## config.mk

```make
export PLATFORM = sky130hd
export DESIGN_NAME = game_controller
export DESIGN_NICKNAME = d
export VERILOG_FILES = /design/src/rtl/game_pkg.sv /design/src/rtl/game_controller_second_ticker.sv /design/src/rtl/game_controller.sv
export SDC_FILE = /design/constraint.sdc
export NUM_CORES = 1
export LEC_CHECK = 0
export BUFFER_PORTS_ARGS = -buffer_cell sky130_fd_sc_hd__buf_2
export CAP_MARGIN = 5
export CORE_AREA = 3 3 74 129
export CTS_CLUSTER_DIAMETER = 100
export DETAILED_ROUTE_END_ITERATION = 7
export DIE_AREA = 0 0 77 132
export GPL_TIMING_DRIVEN = 0
export PLACE_DENSITY = 0.59
export RECOVER_POWER = 100
export SYNTH_ARGS = -nofsm -noshare
export SYNTH_HDL_FRONTEND = slang
export SYNTH_SLANG_ARGS = --single-unit
```

## constraint.sdc

```tcl
create_clock -name clock -period 7 [get_ports clock]
set_input_delay 0.7 -clock clock [delete_from_list [all_inputs] [get_ports clock]]
set_output_delay 0.7 -clock clock [all_outputs]
set_load 0.03 [all_outputs]
```

## src/rtl/game_pkg.sv

```systemverilog
// Shared constants for the whack-a-mole datapath: the game state encoding and a
// width helper for the seconds counters.
package game_pkg;

    localparam int STATE_W = 3;

    typedef enum logic [STATE_W-1:0] {
        ST_IDLE         = 3'd0,
        ST_START_SCREEN = 3'd1,
        ST_PREROLL      = 3'd2,
        ST_IN_GAME      = 3'd3,
        ST_PAUSED       = 3'd4,
        ST_GAME_OVER    = 3'd5
    } game_state_e;

    // Width of a down-counter holding 0..max_value; never narrower than one bit.
    function automatic int count_w(input int max_value);
        return (max_value < 1) ? 1 : $clog2(max_value + 1);
    endfunction

endpackage

```

## src/rtl/game_controller_second_ticker.sv

```systemverilog
// One-second timebase: prescaler advances while run is high and ticks on its
// last count. Clear restarts the second; freezing run holds the count.
module second_ticker #(
    parameter int CLK_HZ = 50_000_000
) (
    input  logic clock,
    input  logic reset,
    input  logic run,
    input  logic clear,
    output logic tick
);

    localparam int              CNT_W = (CLK_HZ > 1) ? $clog2(CLK_HZ) : 1;
    localparam logic [CNT_W-1:0] LAST = CNT_W'(CLK_HZ - 1);

    logic [CNT_W-1:0] r_count;

    // NOTE: state registers use non-blocking assignments so every flop samples pre-edge values.
    always_ff @(posedge clock) begin
        if (reset || clear) begin
            r_count <= '0;
        end else if (run) begin
            r_count <= (r_count == LAST) ? '0 : r_count + CNT_W'(1);
        end
    end

    assign tick = run && (r_count == LAST);

endmodule

```

## src/rtl/game_controller.sv

```systemverilog
// Top-level game sequencer: state machine, pre-roll and game timers, score with
// saturation and miss penalty, and persistent high score.
module game_controller
    import game_pkg::*;
#(
    parameter int NUM_MOLES       = 5,
    parameter int CLK_HZ          = 50_000_000,
    parameter int GAME_SECONDS    = 60,
    parameter int PREROLL_SECONDS = 3,
    parameter int SCORE_W         = 8,
    parameter int MISS_PENALTY    = 0
) (
    input  logic                                  clock,
    input  logic                                  reset,
    input  logic                                  start,
    input  logic                                  pause,
    input  logic                                  hit,
    input  logic                                  miss,
    output logic [STATE_W-1:0]                    current_state,
    output logic [SCORE_W-1:0]                    score,
    output logic [SCORE_W-1:0]                    high_score,
    output logic                                  new_high,
    output logic [count_w(GAME_SECONDS)-1:0]      time_left,
    output logic [count_w(PREROLL_SECONDS)-1:0]   preroll_left,
    output logic                                  gen_enable,
    output logic [NUM_MOLES-1:0]                  mole_clear_mask,
    output logic                                  game_over_pulse
);

    localparam int TIME_W = count_w(GAME_SECONDS);
    localparam int PRE_W  = count_w(PREROLL_SECONDS);
    localparam int PEN_W  = count_w(MISS_PENALTY);
    localparam int SUM_W  = ((SCORE_W > PEN_W) ? SCORE_W : PEN_W) + 1;

    localparam logic [SUM_W-1:0] PEN       = SUM_W'(MISS_PENALTY);
    localparam logic [SUM_W-1:0] SCORE_MAX = SUM_W'({SCORE_W{1'b1}});

    game_state_e         r_state;
    game_state_e         w_next;
    logic [SCORE_W-1:0]  r_score;
    logic [SCORE_W-1:0]  r_high_score;
    logic                r_new_high;
    logic [TIME_W-1:0]   r_time_left;
    logic [PRE_W-1:0]    r_preroll_left;
    logic                r_gen_enable;
    logic [NUM_MOLES-1:0] r_clear_mask;
    logic                r_game_over_pulse;

    logic                w_tick;
    logic                w_run;
    logic                w_clear;
    logic                w_final_tick;
    logic                w_enter_preroll;
    logic                w_enter_game;
    logic                w_enter_over;
    logic [SUM_W-1:0]    w_sum;
    logic [SUM_W-1:0]    w_pen;
    logic [SCORE_W-1:0]  w_score_upd;

    second_ticker #(
        .CLK_HZ (CLK_HZ)
    ) u_ticker (
        .clock (clock),
        .reset (reset),
        .run   (w_run),
        .clear (w_clear),
        .tick  (w_tick)
    );

    assign w_final_tick = w_tick && (r_time_left == TIME_W'(1));

    always_ff @(posedge clock) begin
        if (reset) begin
            r_state <= ST_IDLE;
        end else begin
            r_state <= w_next;
        end
    end

    always_comb begin
        w_next = r_state;
        case (r_state)
            ST_IDLE:         w_next = ST_START_SCREEN;
            ST_START_SCREEN: if (start) w_next = ST_PREROLL;
            ST_PREROLL:      if (r_preroll_left == '0) w_next = ST_IN_GAME;
            // The final tick outranks a simultaneous pause.
            ST_IN_GAME: begin
                if (w_final_tick) begin
                    w_next = ST_GAME_OVER;
                end else if (pause) begin
                    w_next = ST_PAUSED;
                end
            end
            ST_PAUSED:       if (pause) w_next = ST_IN_GAME;
            ST_GAME_OVER:    if (start) w_next = ST_START_SCREEN;
            default:         w_next = ST_IDLE;
        endcase
    end

    always_comb begin
        w_enter_preroll = (r_state == ST_START_SCREEN) && (w_next == ST_PREROLL);
        w_enter_game    = (r_state == ST_PREROLL) && (w_next == ST_IN_GAME);
        w_enter_over    = (r_state == ST_IN_GAME) && (w_next == ST_GAME_OVER);
        w_clear         = w_enter_preroll || w_enter_game;
        w_run           = (r_state == ST_PREROLL) || (r_state == ST_IN_GAME);
    end

    // Hit and penalty are applied as one signed step, then clamped to [0, max].
    always_comb begin
        w_sum       = SUM_W'(r_score) + SUM_W'(hit);
        w_pen       = (miss && (MISS_PENALTY != 0)) ? PEN : '0;
        w_score_upd = r_score;
        if (w_sum < w_pen) begin
            w_score_upd = '0;
        end else if ((w_sum - w_pen) > SCORE_MAX) begin
            w_score_upd = '1;
        end else begin
            w_score_upd = SCORE_W'(w_sum - w_pen);
        end
    end

    always_ff @(posedge clock) begin
        if (reset) begin
            r_score           <= '0;
            r_high_score      <= '0;
            r_new_high        <= 1'b0;
            r_time_left       <= '0;
            r_preroll_left    <= '0;
            r_gen_enable      <= 1'b0;
            r_clear_mask      <= '0;
            r_game_over_pulse <= 1'b0;
        end else begin
            if (w_enter_preroll) begin
                r_preroll_left <= PRE_W'(PREROLL_SECONDS);
            end else if ((r_state == ST_PREROLL) && w_tick && (r_preroll_left != '0)) begin
                r_preroll_left <= r_preroll_left - PRE_W'(1);
            end

            if (w_enter_game) begin
                r_time_left <= TIME_W'(GAME_SECONDS);
            end else if ((r_state == ST_IN_GAME) && w_tick) begin
                r_time_left <= r_time_left - TIME_W'(1);
            end

            if (w_enter_preroll) begin
                r_score <= '0;
            end else if (r_state == ST_IN_GAME) begin
                r_score <= w_score_upd;
            end

            // High-score compare sees the score including a hit on the final tick.
            if (w_enter_over && (w_score_upd > r_high_score)) begin
                r_high_score <= w_score_upd;
            end
            r_new_high <= w_enter_over ? (w_score_upd > r_high_score)
                                       : (r_new_high && (w_next == ST_GAME_OVER));

            r_gen_enable      <= (w_next == ST_IN_GAME);
            r_clear_mask      <= w_enter_preroll ? '1 : '0;
            r_game_over_pulse <= w_enter_over;
        end
    end

    assign current_state   = r_state;
    assign score           = r_score;
    assign high_score      = r_high_score;
    assign new_high        = r_new_high;
    assign time_left       = r_time_left;
    assign preroll_left    = r_preroll_left;
    assign gen_enable      = r_gen_enable;
    assign mole_clear_mask = r_clear_mask;
    assign game_over_pulse = r_game_over_pulse;

endmodule

```

# Word level (Yosys, flattened, before mapping)
# Cells that the tools add are included.
# word_totals
regBits	61
output_inout_bits	35
# classes
addsub	4
magnitude_cmp	3
n_eq_ne	10
mux	16
n_reduce_logical	20
# ops
cell	n
adder 26 x 1 -> 26 bit, second input constant	1
== test 26 bit, second input constant	1
two-way mux 26 bit	1
two-way mux 3 bit	6
case mux 3 bit (6 select lines)	1
two-way mux 8 bit	2
== test 3 x 2 -> 1 bit, second input constant	4
two-way mux 6 bit	2
logical AND 1 bit	10
adder 8 x 1 -> 9 bit	1
== test 3 bit, second input constant	3
> comparator 9 x 8 -> 1 bit, second input constant	1
< comparator 9 x 1 -> 1 bit, second input constant	1
> comparator 8 bit	1
== test 6 x 1 -> 1 bit, second input constant	1
nonzero test 2 bit	3
subtractor 6 x 1 -> 6 bit, second input constant	1
two-way mux 5 bit	1
two-way mux 2 bit	2
OR reduction 2 bit	2
== test 3 x 1 -> 1 bit, second input constant	1
zero test 3 bit	1
logical OR 1 bit	3
zero test 2 bit	1
other kinds (2)	2

# Longest topological paths before layout
# Gate-level depths: netlist of run 1.
# logic_depth
depth_word	10
mapped_depth	12
ltp_nobuf	11

# Cells and area by module
# Synthesis of run 1 repeated with hierarchy kept, for this count alone.
# hier_totals
hier_cells	378
area_unflattened_um2	3144.3
# modules_own_cells
module	n_inst	cells_per_inst	area_per_inst_um2
game_controller	1	217	1805.5
second_ticker	1	161	1338.8

# Worst setup path after synthesis of run 1
# OpenSTA, ideal clock, no wires.
# synth_path
path_kind	input port to flip-flop
from	input port hit
to	register r_high_score[1] (netlist: high_score[1])
setup_time_ns	0.121
arrival_ns	2.742
required_time_ns	6.879
slack_ns	4.136
stages	11
n_path_buf	1
path_cell_list	ha_1 and2_1 and2_1 a21oi_1 ha_1 a21o_1 a21oi_1 o2111ai_1 o211a_1 buf_6 mux2_4
# synth_between
elab_chain_len	6
# synth_rtl
item	line_no	rtl
start, declared	game_controller.sv:17	input logic hit,
adder 8 x 1 -> 9 bit *	game_controller.sv:110	w_sum = SUM_W'(r_score) + SUM_W'(hit);
> comparator 9 x 8 -> 1 bit	game_controller.sv:115	end else if ((w_sum - w_pen) > SCORE_MAX) begin
two-way mux 8 bit	game_controller.sv:115	
two-way mux 8 bit *	game_controller.sv:113	if (w_sum < w_pen) begin
via w_score_upd[6]	game_controller.sv:58	logic [SCORE_W-1:0] w_score_upd;
> comparator 8 bit *	game_controller.sv:152	if (w_enter_over && (w_score_upd > r_high_score)) begin
logical AND 1 bit *	game_controller.sv:152	
end signal, assigned	game_controller.sv:153	r_high_score <= w_score_upd;
end, declared	game_controller.sv:41	logic [SCORE_W-1:0] r_high_score;
# The timed path passes the listed nets; every way through them passes the cells marked *.
# A chain may end at the register's enable or synchronous reset.

# Worst setup path in the final report of run 1
# layout_path
from	register r_score[2] (netlist: score[2])
to	register r_high_score[1] (netlist: high_score[1])
# layout_between
elab_chain_len	6
# layout_rtl
item	line_no	rtl
start, declared	game_controller.sv:40	logic [SCORE_W-1:0] r_score;
start signal, assigned	game_controller.sv:148	r_score <= w_score_upd;
adder 8 x 1 -> 9 bit *	game_controller.sv:110	
> comparator 9 x 8 -> 1 bit	game_controller.sv:115	
two-way mux 8 bit	game_controller.sv:115	
two-way mux 8 bit *	game_controller.sv:113	
via w_score_upd[5]	game_controller.sv:58	
> comparator 8 bit *	game_controller.sv:152	
logical AND 1 bit *	game_controller.sv:152	
# Marked as above.

==> flow_metrics.tcl, run 1 <==
set metrics [dict create \
    outcome "finished, final reports clean" \
    cp-end-kind "flop" \
    grtUsageMet3_pct 3.967 \
    total_power_uw 877.4 \
    via_per_inst 5.083 \
    critical_path.max_stage_delay_ps 480 \
    antenna_left 0 \
    drive_gt1_share_pct 7.042 \
    ys_ff_latch 57 \
    clock_latency_ps 330 \
    firstDrtPassIters 4 \
    die_area_um2 10160 \
    final_cells 543 \
    place_hpwl_mm 6.021 \
    first_global_vias 2776 \
    synth_cell_types 55 \
    die_y_um 132 \
    io-pin-count 41 \
    cts_setup_buffers 0 \
    cts_tree "yes" \
    place_area_um2 3497 \
    drc 0 \
    clock_path_buffers 2 \
    finalSetupViolCount 0 \
    place_congestion 0.8144 \
    clk_pin_slew_worst_paths_ps 50 \
    crit_type "flop to flop" \
    period_needed_ps 3759 \
    cts_hold_buf 0 \
    maxSlewViolCount 0 \
    period_share_pct 53.70 \
    worst_hold_path_type "flop to flop" \
    core_um2 8615 \
    power_density_nw_per_um2 238.8 \
    worst_path_max_delay_cell "clkbuf_1" \
    ff2ff_setup_slack_ps 3240 \
    antenna_cells 0 \
    drtIter0Drc 114 \
    finalWirelength_mm 7.799 \
    crit_fanout 10 \
    fin_area_um2 3674 \
    use_met1_pct 14.06 \
    nets 441 \
    max_freq_ghz 0.2660 \
    initial_core_util_pct 36.69 \
    synth_edf_count 0 \
    cts_buffers 9 \
    grt_max_degree 11 \
    antenna_found_initial 0 \
    grt_pass1_wl_mm 12.91 \
    cp.required_ps 7220 \
    cts_root_buf "clkbuf_16" \
    fillers 901 \
    cp.arrival_ps 3970 \
    drv_cap 0 \
    syn-cell-area_um2 3161 \
    yosys_warnings 0 \
    worst_setup_path_start_kind "flop" \
    leakage_uw 0.001361 \
    portBuffers 38 \
    cts_sinks 57 \
    area.growth.synth_to_final_pct 16.23 \
    tightestPinTransition_ps 669.4 \
    use_met2_pct 32.18 \
    peakVddDrop_uv 129.2 \
    cts-resized-gates 0 \
    ys_seq_area_share_pct 36.10 \
    rsz0062_at_grt "false" \
    synth-async-reset-ratio_pct 0 \
    core.rowCount 45 \
    vias 2760 \
    syn_inst 372 \
    slew_headroom_pct 54.96 \
    grt_usage_pct 16.16 \
    syn_nets 392 \
    cpMostUsedCell "clkbuf_1" \
    dp.cells 527 \
    dieWidth_um 77 \
    final_util_pct 42.64 \
    grt.busiest_layer "met2" \
    cp_cell_sequence "and4_1, clkbuf_1, nand4_1, o21ai_0, ha_1, nand3_1, nor3_1, a211oi_1, o211a_1, clkbuf_1, mux2_1" \
    synth_ff_type "dfxtp_1" \
    tns_ps 0 \
    wl_per_cell_um 14.36 \
    finalClockSkew_ps 4.512 \
    finalHoldViolCount 0 \
    synth.avg_cell_area_um2 8.496 \
    grt_remaining_overflow 0 \
    cts_max_level 3 \
]
==> cell usage in the layout, fill, tap and decap left out, drive strengths merged, types with 11 or more instances in the layout <==
master  synthesis  routed
xor2           15      15
clkbuf         10      60
nor3           18      18
nor2           47      47
xnor2          17      17
dfxtp          57      57
nand3          11      11
and3           11      11
a21oi          19      19
nand2          35      35
inv            20      20
nand4          13      13
ha             14      14
==> final cells by class <==
| cell class | count | area (um^2) | area share [%] |
|---|---|---|---|
| timing repair buffer | 38 | 146.4 | 3.985 |
| clock buffer | 10 | 229.0 | 6.233 |
| inverter | 20 | 75.07 | 2.044 |
| clock inverter | 6 | 82.58 | 2.248 |
| multi-input combinational | 275 | 1739 | 47.34 |
| buffer | 20 | 113.9 | 3.099 |
| sequential | 57 | 1141 | 31.06 |
| tap | 117 | 146.4 | 3.985 |
==> layer usage <==
layer | share of wire, % | vias to the layer above
li1 | - | 1388
met1 | 35 | 1305
met2 | 59 | 51
met3 | 2.9 | 16
met4 | 2.9 | 0
met5 | 0 | -
==> worst max-delay path: cells and delay by family, from the launching register on <==
kind	cells	cell delay [ps]
compound gates	3	940
fa+ha+maj	1	310
buf+inv	2	690
flops	1	440
mux	1	390
simple gates	4	870
==> synth_stat cells (all sizes together) (3+ instances only) <==
cell type / number / share of area (%)
a211oi: 3 / 0.71
a21o: 3 / 0.71
a21oi: 19 / 3.0
and2: 6 / 1.2
and3: 11 / 2.2
and4: 4 / 1.1
buf: 9 / 2.2
clkbuf: 10 / 1.8
dfxtp: 57 / 36
ha: 14 / 5.5
inv: 20 / 2.4
mux2: 5 / 2.3
mux2i: 5 / 1.6
nand2: 35 / 4.2
nand2b: 4 / 0.79
nand3: 11 / 1.7
nand4: 13 / 2.8
nor2: 47 / 5.6
nor2b: 3 / 0.59
nor3: 18 / 2.9
nor4: 6 / 1.7
nor4b: 3 / 0.83
o21ai: 5 / 0.79
or4: 3 / 0.83
xnor2: 17 / 4.7
xor2: 15 / 4.2
==> power by group <==
part | switching, uW | total [uW] | leakage (uW) | internal [uW]
clock | 153 | 462 | 0.000152 | 309
sequential | 7.13 | 339 | 0.000461 | 332
combinational | 52.9 | 77.1 | 0.000748 | 24.2
==> sequential cells by signal, summed over array words and instances (netlist names), 2 cells and up <==
name              count
u_ticker.r_count     26
current_state         3
preroll_left          2
time_left             6
high_score            8
score                 8
==> through the flow <==
step,setup slack (ps),hold slack (ps)
floorplan,4136,460.9
global placement,3542,463.1
detailed placement,3519,468.7
CTS,3808,478.3
global route,3018,506.2
finish,3241,472.8
==> logic make-up after synthesis <==
group           after synthesis  share of synthesized area (%)
xor+xnor                     32                          8.868
simple gates                173                          28.94
mux                          10                          3.840
buf+inv                      40                          7.443
flops                        57                          36.10
compound gates               46                          9.264
fa+ha+maj                    14                          5.542
==> final timing paths <==
check | startpoint | to | depth (start not counted)
hold reg to reg | high_score[6]$_SDFFE_PP0P_ | high_score[6]$_SDFFE_PP0P_ | 2
hold / removal | high_score[6]$_SDFFE_PP0P_ | high_score[6]$_SDFFE_PP0P_ | 2
setup / recovery | score[2]$_SDFFE_PP0P_ | high_score[1]$_SDFFE_PP0P_ | 11
setup reg to reg | score[2]$_SDFFE_PP0P_ | high_score[1]$_SDFFE_PP0P_ | 11
(Power assumes the default switching activity.)
==> inputs of run 2 (changes only) <==
- PLACE_DENSITY: 0.59 -> 0.61
- clock period: 7 -> 3.35 ns (I/O delays scaled with it)
==> run 2 against run 1 <==
Effect of this change: sequential power is 110% higher; combinational power up 110%; non-clock buffer count did not move; design area increased by 1.2%; core utilization increased by 0.49 points; register-to-register slack lost 3100 ps; routed wire length is 0.15% higher; first-iteration DRC count down 26%; via count stayed put; sequential cell count stayed put; setup slack got worse by 3100 ps; critical path type unchanged.
==> flow_metrics.tcl, run 2 (synthesis results as in run 1) <==
set metrics [dict create \
    slew_headroom_pct 54.09 \
    power_density_nw_per_um2 503.5 \
    place_congestion 0.8021 \
    clk_pin_slew_worst_paths_ps 50 \
    switchingPower_uw 435.8 \
    worstHoldStart "reset" \
    tns_ps 0 \
    top_register "u_ticker.r_count" \
    grt.busiest_layer "met2" \
    grt_pass1_wl_mm 12.98 \
    dieWidth_um 77 \
    drtIter0Drc 84 \
    tightestPinTransition_ps 682.3 \
    clock_latency_ps 330 \
    wl_per_cell_um 14.38 \
    core_um2 8615 \
    cts_max_level 3 \
    grt_remaining_overflow 0 \
    firstDrtPassIters 4 \
    cts_buffers 9 \
    combPwrFrac_pct 8.7 \
    cts_tree "yes" \
    vias 2760 \
    max_freq_ghz 0.3133 \
    grt_usage_pct 16.00 \
    place_area_um2 3497 \
    cp-end-kind "flop" \
    drc 0 \
    grtUsageMet3_pct 3.352 \
    leakage_uw 0.001379 \
    drive_gt1_share_pct 7.981 \
    nets 441 \
    use_met1_pct 13.90 \
    final_common_cell "dfxtp_1" \
    rsz0062_at_grt "false" \
    finalSetupViolCount 0 \
    cts_sinks 57 \
    die_y_um 132 \
    crit_fanout 8 \
    seqPwrFrac_pct 37.8 \
    first_global_vias 2858 \
    antenna_cells 0 \
    antenna_found_initial 0 \
    maxSlewViolCount 0 \
    portBuffers 38 \
    clock_path_buffers 2 \
    place_ws_ps 179.9 \
    fin_area_um2 3716 \
    core.rowCount 45 \
    antenna_left 0 \
    grt_max_degree 11 \
    cp.required_ps 3570 \
    largest_reg_flops 26 \
    reg2regPathDepth 7 \
    setup_ws_ps 157.9 \
    worst_setup_path_start_kind "flop" \
    total_power_uw 1871 \
    use_met2_pct 32.09 \
    period_share_pct 95.29 \
    drv_cap 0 \
    cp.arrival_ps 3410 \
    hold_ws_ps 398.1 \
    area.growth.synth_to_final_pct 17.58 \
    initial_core_util_pct 36.69 \
    peakVddDrop_uv 273.3 \
    period_needed_ps 3192 \
    r2r_start "u_ticker.r_count[11]$_SDFFE_PP0P_" \
    worst_r2r_endpoint "high_score[1]$_SDFFE_PP0P_" \
    cts_root_buf "clkbuf_16" \
    finalHoldViolCount 0 \
    place_hpwl_mm 6.045 \
    fillers 883 \
    outcome "finished, final reports clean" \
    hold_end "high_score[3]$_SDFFE_PP0P_" \
    ff2ff_setup_slack_ps 160 \
    final_cell_mix "dfxtp_1 (57), clkbuf_1 (50), nor2_1 (47)" \
    io-pin-count 41 \
    crit_type "flop to flop" \
    die_area_um2 10160 \
    crit_start "u_ticker.r_count[11]$_SDFFE_PP0P_" \
    finalClockSkew_ps 9.041 \
    clockPowerShare_pct 53.5 \
    internal_power_uw 1435 \
    via_per_inst 5.083 \
    worst_hold_path_type "input pin to flop" \
    switching_share_pct 23.29 \
    worstHoldPathCells 3 \
    finalWirelength_mm 7.811 \
]
run 2: power by group through the flow:
stage | Combinational, uW | Sequential (uW) | Clock (uW)
2_1_floorplan | 103 | 743 | 0
3_3_place_gp | 173 | 720 | 0
3_5_place_dp | 175 | 721 | 0
4_1_cts | 176 | 707 | 1010
5_1_grt | 180 | 708 | 1040
6_report | 162 | 707 | 1000
run 2: critical path: stages, from the launching register on:
cell and delay, ps:
dfxtp_1 290, clkbuf_1 210, or4b_1 570, or4_1 630, nor4_1 620, o211a_1 270, buf_6 170, mux2_4 310
run 2: area by class of cell:
class | count | area (um^2) | share of cell area (%)
clock inverter | 2 | 60.06 | 1.616
inverter | 20 | 75.07 | 2.020
multi-input combinational | 275 | 1762 | 47.41
clock buffer | 14 | 264.0 | 7.104
buffer | 20 | 121.4 | 3.266
sequential | 57 | 1141 | 30.71
timing repair buffer | 38 | 146.4 | 3.939
tap | 117 | 146.4 | 3.939
run 2: through the flow:
step / instances / util [%]
2_1_floorplan: 372 / -
3_3_place_gp: 527 / 40.60
3_5_place_dp: 527 / 40.60
4_1_cts: 543 / 44.36
5_1_grt: 543 / 43.14
6_report: 543 / 43.14
run 2: timing repair:
item	CTS	global route
setup endpoints to repair	0	4
gates resized for setup	0	1
hold buffers	0	0
setup buffers	0	0
run 2: metal layers:
metal,wire length (um),vias to the layer above
met4,326,0
met2,4453,50
met5,0,-
met1,2799,1291
met3,231,27
li1,-,1392
run 2: worst max-delay path by stage:
| stage | endpoint | slack [ps] | cells after the start |
|---|---|---|---|
| detailed placement | high_score[4]$_SDFFE_PP0P_ | 180 | 11 |
| finish | high_score[1]$_SDFFE_PP0P_ | 160 | 7 |
| CTS | high_score[4]$_SDFFE_PP0P_ | 150 | 11 |
| global placement | high_score[3]$_SDFFE_PP0P_ | 200 | 11 |
| floorplan | high_score[1]$_SDFFE_PP0P_ | 510 | 11 |
| global route | high_score[4]$_SDFFE_PP0P_ | 10 | 11 |
==> inputs of run 3 (changes only) <==
- CORE_AREA: 3 3 74 129 -> 3 3 135 72
- DIE_AREA: 0 0 77 132 -> 0 0 138 75
- MAX_ROUTING_LAYER: not set -> met4
==> run 3 against run 2 <==
Effect of this change: clock skew decreased by 6.1 ps; design area decreased by 1.4%; sequential share of layout area increased by 0.45 points; die area increased by 1.8%; largest power group unchanged; clock-buffer cell count decreased by 1; combinational power decreased by 4%; global-route usage decreased by 1.1 points; setup slack improved by 140 ps; critical path depth unchanged; register-to-register slack improved by 140 ps; sequential cell count unchanged.
==> flow_metrics.tcl, run 3 (synthesis results as in run 1) <==
set metrics [dict create \
    outcome "finished, final reports clean" \
    cp.arrival_ps 3260 \
    io-pin-count 41 \
    worst_path_max_delay_cell "or4_1" \
    cts_tree "yes" \
    die_area_um2 10350 \
    critical_path.max_stage_delay_ps 640 \
    cts_max_level 3 \
    first_global_vias 2510 \
    cp-end-kind "flop" \
    portBuffers 38 \
    place_congestion 0.8457 \
    finalHoldViolCount 0 \
    largest_reg_flops 26 \
    grt_max_degree 11 \
    finalWirelength_mm 6.978 \
    ff2ff_setup_slack_ps 300 \
    power_density_nw_per_um2 464.6 \
    finalClockSkew_ps 2.979 \
    place_ws_ps 338.4 \
    antenna_left 0 \
    maxSlewViolCount 0 \
    setup_ws_ps 297.5 \
    worst_setup_path_start_kind "flop" \
    tightestPinTransition_ps 653.2 \
    grt_usage_pct 14.92 \
    vias 2669 \
    tns_ps 0 \
    drtIter0Drc 115 \
    antenna_cells 0 \
    drv_cap 0 \
    cp_cell_sequence "buf_6, or4b_1, or4_1, nor4_1, o211a_1, buf_6, mux2_1" \
    slew_headroom_pct 56.05 \
    place_hpwl_mm 5.121 \
    period_needed_ps 3053 \
    worst_hold_path_type "input pin to flop" \
    antenna_found_initial 0 \
    final_cell_mix "dfxtp_1 (57), clkbuf_1 (48), nor2_1 (47)" \
    cts-resized-gates 0 \
    cts_hold_buf 0 \
    area.growth.synth_to_final_pct 15.87 \
    cts_setup_buffers 0 \
    core.rowCount 24 \
    drc 0 \
    cp.required_ps 3560 \
    top_register "u_ticker.r_count" \
    clock_latency_ps 330 \
    drive_gt1_share_pct 7.746 \
    fillers 910 \
    cts_sinks 57 \
    nets 441 \
    leakage_uw 0.001367 \
    crit_fanout 8 \
    crit_type "flop to flop" \
    clock_path_buffers 2 \
    final_common_cell "dfxtp_1" \
    cts_buffers 9 \
    finalSetupViolCount 0 \
    rsz0062_at_grt "false" \
    peakVddDrop_uv 230.7 \
    initial_core_util_pct 36.80 \
    cpMostUsedCell "buf_6" \
    max_freq_ghz 0.3276 \
    firstDrtPassIters 4 \
    dieWidth_um 138 \
    total_power_uw 1702 \
    via_per_inst 4.915 \
    wl_per_cell_um 12.85 \
    core_um2 8588 \
    die_y_um 75 \
    hold_ws_ps 373.0 \
    grt_remaining_overflow 0 \
    clk_pin_slew_worst_paths_ps 50 \
    period_share_pct 91.12 \
    cts_root_buf "clkbuf_16" \
    grt_pass1_wl_mm 11.90 \
]
[run 3: path summary, 6_finish.rpt]
check | startpoint | cells after the start | endpoint
min reg2reg | high_score[6]$_SDFFE_PP0P_ | 2 | high_score[6]$_SDFFE_PP0P_
max reg2reg | u_ticker.r_count[11]$_SDFFE_PP0P_ | 7 | high_score[1]$_SDFFE_PP0P_
max | u_ticker.r_count[11]$_SDFFE_PP0P_ | 7 | high_score[1]$_SDFFE_PP0P_
min | pause | 3 | current_state[1]$_SDFF_PP0_
[run 3: worst max-delay path: cells and delay by family (launching register included)]
kind	cells	cell delay, ps
multiplexers	1	320
buffers and inverters	2	280
AO/OA/AOI/OAI	1	260
flip-flops	1	300
AND/OR/NAND/NOR	3	1770
[run 3: stage by stage]
stage,std cells,cell area (um^2),util [%]
2_1_floorplan,372,3161,-
4_1_cts,543,3772,43.92
5_1_grt,543,3662,42.64
3_5_place_dp,527,3497,40.72
6_report,543,3662,42.64
3_3_place_gp,527,3497,40.72
[run 3: area by class of cell]
class	count	area [um^2]	area share (%)
sequential	57	1141	31.16
inverter	20	75.07	2.050
multi-input combinational	275	1749	47.76
clock buffer	13	260.3	7.106
timing repair buffer	38	146.4	3.997
clock inverter	3	15.01	0.4100
buffer	20	128.9	3.519
tap	117	146.4	3.997
[run 3: layer usage]
layer,up-vias,share of wire (%),global-route usage (%)
li1,1399,-,-
met1,1225,51,17.85
met2,36,44,24.24
met3,9,3.6,4.569
met4,0,1.5,5.586
met5,-,0,-
[run 3: power breakdown]
part / total [uW] / leakage (uW) / switching (uW) / internal, uW
sequential: 708 / 0.000461 / 14.9 / 693
combinational: 156 / 0.000767 / 105 / 50.5
clock: 838 / 0.000139 / 302 / 536
total: 1700 / 0.00137 / 422 / 1280
